==> src/rtl/dma_prio_rr_arbiter.sv <==
// DMA channel arbiter: strict priority between levels, round-robin within a level,
// with a per-tenure hold limit and zero-bubble grant handover.
module dma_prio_rr_arbiter #(
    parameter  int DMA_CH   = 8,
    parameter  int PRT_W    = 4,
    parameter  int MAX_HOLD = 16,
    localparam int IDX_W    = (DMA_CH > 1) ? $clog2(DMA_CH) : 1
) (
    input  logic                      clk_i,
    input  logic                      rst_i,
    input  logic [DMA_CH-1:0]         req_i,
    input  logic [DMA_CH*PRT_W-1:0]   priority_level_i,
    input  logic [DMA_CH-1:0]         lock_i,
    output logic [DMA_CH-1:0]         grant_o,
    output logic                      grant_valid_o,
    output logic [IDX_W-1:0]          grant_idx_o
);

    localparam int                CNT_W    = (MAX_HOLD > 0) ? $clog2(MAX_HOLD + 1) : 1;
    localparam logic [CNT_W-1:0]  HOLD_MAX = CNT_W'(MAX_HOLD);
    localparam logic [IDX_W-1:0]  PTR_RST  = IDX_W'(DMA_CH - 1);

    typedef enum logic {IDLE, GRANT} state_t;

    state_t                state_q, state_nxt;
    logic [DMA_CH-1:0]     grant_q, grant_nxt;
    logic [IDX_W-1:0]      idx_q, idx_nxt;
    logic [IDX_W-1:0]      rr_ptr, rr_ptr_nxt;
    logic [CNT_W-1:0]      hold_cnt, hold_cnt_nxt;

    logic                  granted_req, granted_lock, timeout;
    logic [DMA_CH-1:0]     excl, eligible, cand, win_oh;
    logic [PRT_W-1:0]      top_lvl;
    logic                  win_valid;
    logic [IDX_W-1:0]      win_idx, scan_idx;
    int                    scan;

    always_comb begin
        granted_req  = |(req_i & grant_q);
        granted_lock = |(lock_i & grant_q);
        // A request drop takes precedence over a timeout, so exclusion needs the req still high
        timeout      = (MAX_HOLD != 0) && (state_q == GRANT) && (hold_cnt == HOLD_MAX)
                       && !granted_lock && granted_req;
        excl         = timeout ? grant_q : '0;
        eligible     = req_i & ~excl;
    end

    always_comb begin
        top_lvl   = '1;
        cand      = '0;
        win_valid = 1'b0;
        win_idx   = '0;
        scan      = 0;
        scan_idx  = '0;
        win_oh    = '0;
        for (int i = 0; i < DMA_CH; i++) begin
            if (eligible[i] && (priority_level_i[i*PRT_W +: PRT_W] < top_lvl))
                top_lvl = priority_level_i[i*PRT_W +: PRT_W];
        end
        for (int i = 0; i < DMA_CH; i++)
            cand[i] = eligible[i] && (priority_level_i[i*PRT_W +: PRT_W] == top_lvl);
        // Scan starts just past the last winner so every same-level requester gets a turn
        for (int k = 1; k <= DMA_CH; k++) begin
            scan = int'(rr_ptr) + k;
            if (scan >= DMA_CH)
                scan = scan - DMA_CH;
            scan_idx = IDX_W'(scan);
            if (!win_valid && cand[scan_idx]) begin
                win_valid = 1'b1;
                win_idx   = scan_idx;
            end
        end
        if (win_valid)
            win_oh[win_idx] = 1'b1;
    end

    always_comb begin
        state_nxt    = state_q;
        grant_nxt    = grant_q;
        idx_nxt      = idx_q;
        rr_ptr_nxt   = rr_ptr;
        hold_cnt_nxt = hold_cnt;
        case (state_q)
            IDLE: begin
                if (win_valid) begin
                    state_nxt    = GRANT;
                    grant_nxt    = win_oh;
                    idx_nxt      = win_idx;
                    rr_ptr_nxt   = win_idx;
                    hold_cnt_nxt = CNT_W'(1);
                end
            end
            GRANT: begin
                if (!granted_req || timeout) begin
                    if (win_valid) begin
                        grant_nxt    = win_oh;
                        idx_nxt      = win_idx;
                        rr_ptr_nxt   = win_idx;
                        hold_cnt_nxt = CNT_W'(1);
                    end else if (timeout) begin
                        hold_cnt_nxt = CNT_W'(1);
                    end else begin
                        state_nxt    = IDLE;
                        grant_nxt    = '0;
                        idx_nxt      = '0;
                        hold_cnt_nxt = '0;
                    end
                end else if ((MAX_HOLD != 0) && (hold_cnt < HOLD_MAX)) begin
                    hold_cnt_nxt = hold_cnt + CNT_W'(1);
                end
            end
            default: begin
                state_nxt = IDLE;
                grant_nxt = '0;
                idx_nxt   = '0;
            end
        endcase
    end

    always_ff @(posedge clk_i or posedge rst_i) begin
        if (rst_i) begin
            state_q  <= IDLE;
            grant_q  <= '0;
            idx_q    <= '0;
            rr_ptr   <= PTR_RST;
            hold_cnt <= '0;
        end else begin
            state_q  <= state_nxt;
            grant_q  <= grant_nxt;
            idx_q    <= idx_nxt;
            rr_ptr   <= rr_ptr_nxt;
            hold_cnt <= hold_cnt_nxt;
        end
    end

    assign grant_o       = grant_q;
    assign grant_valid_o = (state_q == GRANT);
    assign grant_idx_o   = idx_q;

endmodule

==> config.mk <==
export PLATFORM = sky130hd
export DESIGN_NAME = dma_prio_rr_arbiter
export DESIGN_NICKNAME = d
export VERILOG_FILES = /design/src/rtl/dma_prio_rr_arbiter.sv
export SDC_FILE = /design/constraint.sdc
export NUM_CORES = 1
export LEC_CHECK = 0
export ABC_AREA = 1
export BUFFER_PORTS_ARGS = -buffer_cell sky130_fd_sc_hd__buf_4
export CORE_UTILIZATION = 30
export CTS_CLUSTER_SIZE = 24
export DETAILED_ROUTE_END_ITERATION = 16
export SLEW_MARGIN = 20
export SYNTH_ARGS = -nofsm -noshare
export SYNTH_HDL_FRONTEND = slang
export SYNTH_SLANG_ARGS = --single-unit
==> constraint.sdc <==
create_clock -name clk_i -period 20.9 [get_ports clk_i]
set_clock_uncertainty 0.2 [all_clocks]
set_input_delay 2.09 -clock clk_i [delete_from_list [all_inputs] [get_ports clk_i]]
set_output_delay 2.09 -clock clk_i [all_outputs]
set_load 0.005 [all_outputs]
==> metrics.md <==
| Metric | Value |
|---|---|
| Status | `completed` |
| CP max stage delay | `800 ps` |
| Share of cells above drive strength 1 | `0.232` |
| WP data required | `20890 ps` |
| Synth Register Bits | `20` |
| Top FF cell, synth | `dfrtp_1` |
| Cts hold-fix bufs | `0` |
| Buffer count from post-CTS setup fixing | `0` |
| CORE AREA | `0.0126 mm²` |
| Worst EP arrival | `12480 ps` |
| Synthesis-to-layout area growth | `18.1%` |
| Worst-Skew Late Latency | `260 ps` |
| Worst Max-Slew Pin Slew | `932 ps` |
| All-Layer GR Usage | `0.180` |
| Clock Sinks | `20` |
| Final Hold Viols | `0` |
| Clock-pin slew on the worst setup and hold paths | `60 ps` |
| Die Wd | `116 µm` |
| Io pins | `62` |
| Final ANT Viol Nets | `0` |
| Critical path capture point type | `flip-flop` |
| Number of synthesized flops with an enable pin | `0` |
| # diodes | `0` |
| Vias in the first global route | `4020` |
| Power per cell area | `137 mW/mm²` |
| Longest Clk Path Bufs | `2` |
| Die Ht | `116 µm` |
| Slowest-stage cell, CP | `a211oi_2` |
| Final GP Congestion | `0.849` |
| H-tree depth | `1` |
| Syn. warnings | `0` |
| Part of the cycle the worst path needs | `0.598` |
| DR pass1 iterations | `6` |
| PortBufs | `61` |
| Worst VDD drop | `0.0900 mV` |
| NumNets Final | `785` |
| Setup TNS | `0 ps` |
| Crit path max-delay family | `simple AND/OR/NAND/NOR gates` |
| Via density | `4.84` |
| RSZ-0062 raised after global routing | `false` |
| Row cnt | `41` |
| Initial DRC count | `246` |
| Yosys cell types | `40` |
| Mapped Nets | `725` |
| Starting Density | `0.308` |
| DRC | `0` |
| Global-route wire length before repair | `19300 µm` |
| Post-Route WL | `11700 µm` |
| Critical Path Fanout Max | `7` |
| Vias | `4309` |
| Startpoint types | `primary input` |
| Dpl hpwl | `9600 µm` |
| TritonCTS buffer count | `3` |
| Async SR Flop Fraction | `1.00` |
| Syn avg cell area | `5.90 µm²` |
| Crit path kind | `in2reg` |
| Max cap viols | `0` |
| Hold crit path type | `reg2reg` |
| Grt total ovfl | `0` |
| Pleak | `2.47 nW` |
| DIE AREA | `0.0134 mm²` |
| Post-Synthesis Cell Area | `0.00389 mm²` |
| Drt wl/cell | `13.1 µm` |
| Initial antenna violation count | `0` |
| Slew HR | `0.378` |
| CTS tree | `done` |
| Max Fclk | `0.0801 GHz` |
| Largest net degree at the start of global routing | `21` |
| Crit path time final | `12490 ps` |
| Root buffer cell | `clkbuf_16` |
| Fill count | `1429` |
| Post-synthesis cell count | `660` |
| Area post-placement | `0.00449 mm²` |
| Seq/Total Area, Yosys | `0.130` |
| Post-Layout Inst Area | `0.00460 mm²` |
| Max-slew violation count | `0` |
| WP buf/inv | `7` |
| Final setup fails | `0` |
| Post-CTS Resized | `0` |
[placed cells by master (no fill, tap or decap), types with 2 or more instances in the layout]
master     count
inv_2         11
o21ai_1       13
ha_1          15
nand3b_1       6
inv_1         77
a21oi_1        3
nor2_2        15
a21oi_2        8
nand2_1      193
clkbuf_16      3
nor2_4         5
nand3_4        2
buf_4         61
nand4_1       12
nand2_2       21
nand3_2        4
dfrtp_1       17
o21ai_2        5
o21a_1         3
dfstp_2        3
xor2_1         6
nand2_8        3
nand2_4       15
nand3_1      121
nor2_1        69
o21ai_0       12
a21oi_4        2
nand4_2        3
[per-layer routing]
metal	vias to the layer above	GRT usage	share of wire
met2	112	0.302	0.45
met5	-	0	0
met3	15	0.00889	0.046
li1	2257	-	-
met4	0	0.0530	0.019
met1	1925	0.250	0.49
[cell usage after synthesis (all sizes together), types with 2 or more instances]
cell,number,share of area
nand2,232,0.28
nand3,127,0.17
inv,89,0.086
nor2,89,0.11
o21ai,30,0.043
dfrtp,17,0.11
ha,15,0.048
nand4,15,0.029
a21oi,13,0.030
nand3b,7,0.017
xor2,6,0.014
buf,4,0.015
dfstp,3,0.020
o21a,3,0.0058
a211oi,2,0.0039
clkbuf,2,0.0055
[final cells by class]
type,instances,area (µm²),share of cell area
repair buffers,61,458,0.0996
clock inverters,1,30.0,0.00653
flip-flops and latches,20,504,0.110
clock buffers,3,75.1,0.0163
well taps,172,215,0.0468
inverters,89,337,0.0732
multi-input cells,545,2980,0.648
[worst paths after layout]
kind,from,end,slack (ps),cells after the start
setup / recovery,req_i[0],grant_o[6]$_DFFE_PP0P_,8410,64
hold / removal,grant_idx_o[1]$_DFFE_PP0P_,grant_idx_o[1]$_DFFE_PP0P_,330,2
setup reg to reg,hold_cnt[0]$_DFFE_PP0P_,grant_o[6]$_DFFE_PP0P_,9690,66
hold reg to reg,grant_idx_o[1]$_DFFE_PP0P_,grant_idx_o[1]$_DFFE_PP0P_,330,2
max in group asynchronous,rst_i,grant_o[0]$_DFFE_PP0P_,18250,2
min in group asynchronous,rst_i,hold_cnt[1]$_DFFE_PP0P_,1770,2
[metrics by stage]
step / hold slack, ps / utilization / instances / total power, mW / setup slack, ps
after floorplan: 329 / - / 660 / 0.469 / 9130
after global placement: 332 / 0.356 / 887 / 0.572 / 8390
after detailed placement: 327 / 0.356 / 887 / 0.571 / 8200
after CTS: 335 / 0.364 / 891 / 0.628 / 8450
after global routing: 363 / 0.364 / 891 / 0.698 / 7320
final: 331 / 0.364 / 891 / 0.629 / 8410
[cell families (layout without fill, tap and decap cells)]
kind of cell | Yosys count | after routing | share of synthesized area
flip-flops | 20 | 20 | 0.130
AO/OA/AOI/OAI | 52 | 52 | 0.0942
buffers and inverters | 95 | 154 | 0.107
AND/OR/NAND/NOR | 472 | 472 | 0.608
adder cells (fa/ha/maj) | 15 | 15 | 0.0482
XOR/XNOR | 6 | 6 | 0.0135
[report_power, final]
group          internal (mW)  switching [mW]
clock                 0.0380          0.0151
sequential            0.0598          0.0284
combinational          0.164           0.324
[worst register-to-register path, delay by kind of cell (launching register included)]
family / cells / cell delay, ps
AND/OR/NAND/NOR: 41 / 4720
AO/OA/AOI/OAI: 10 / 2920
adder cells (fa/ha/maj): 8 / 2240
buffers and inverters: 7 / 660
flip-flops: 1 / 400
[flip-flops by register name (all words and copies together), names as in the netlist]
name,cells
grant_idx_o,3
grant_o,8
grant_valid_o,1
hold_cnt,5
rr_ptr,3
(Power assumes the default switching activity.)
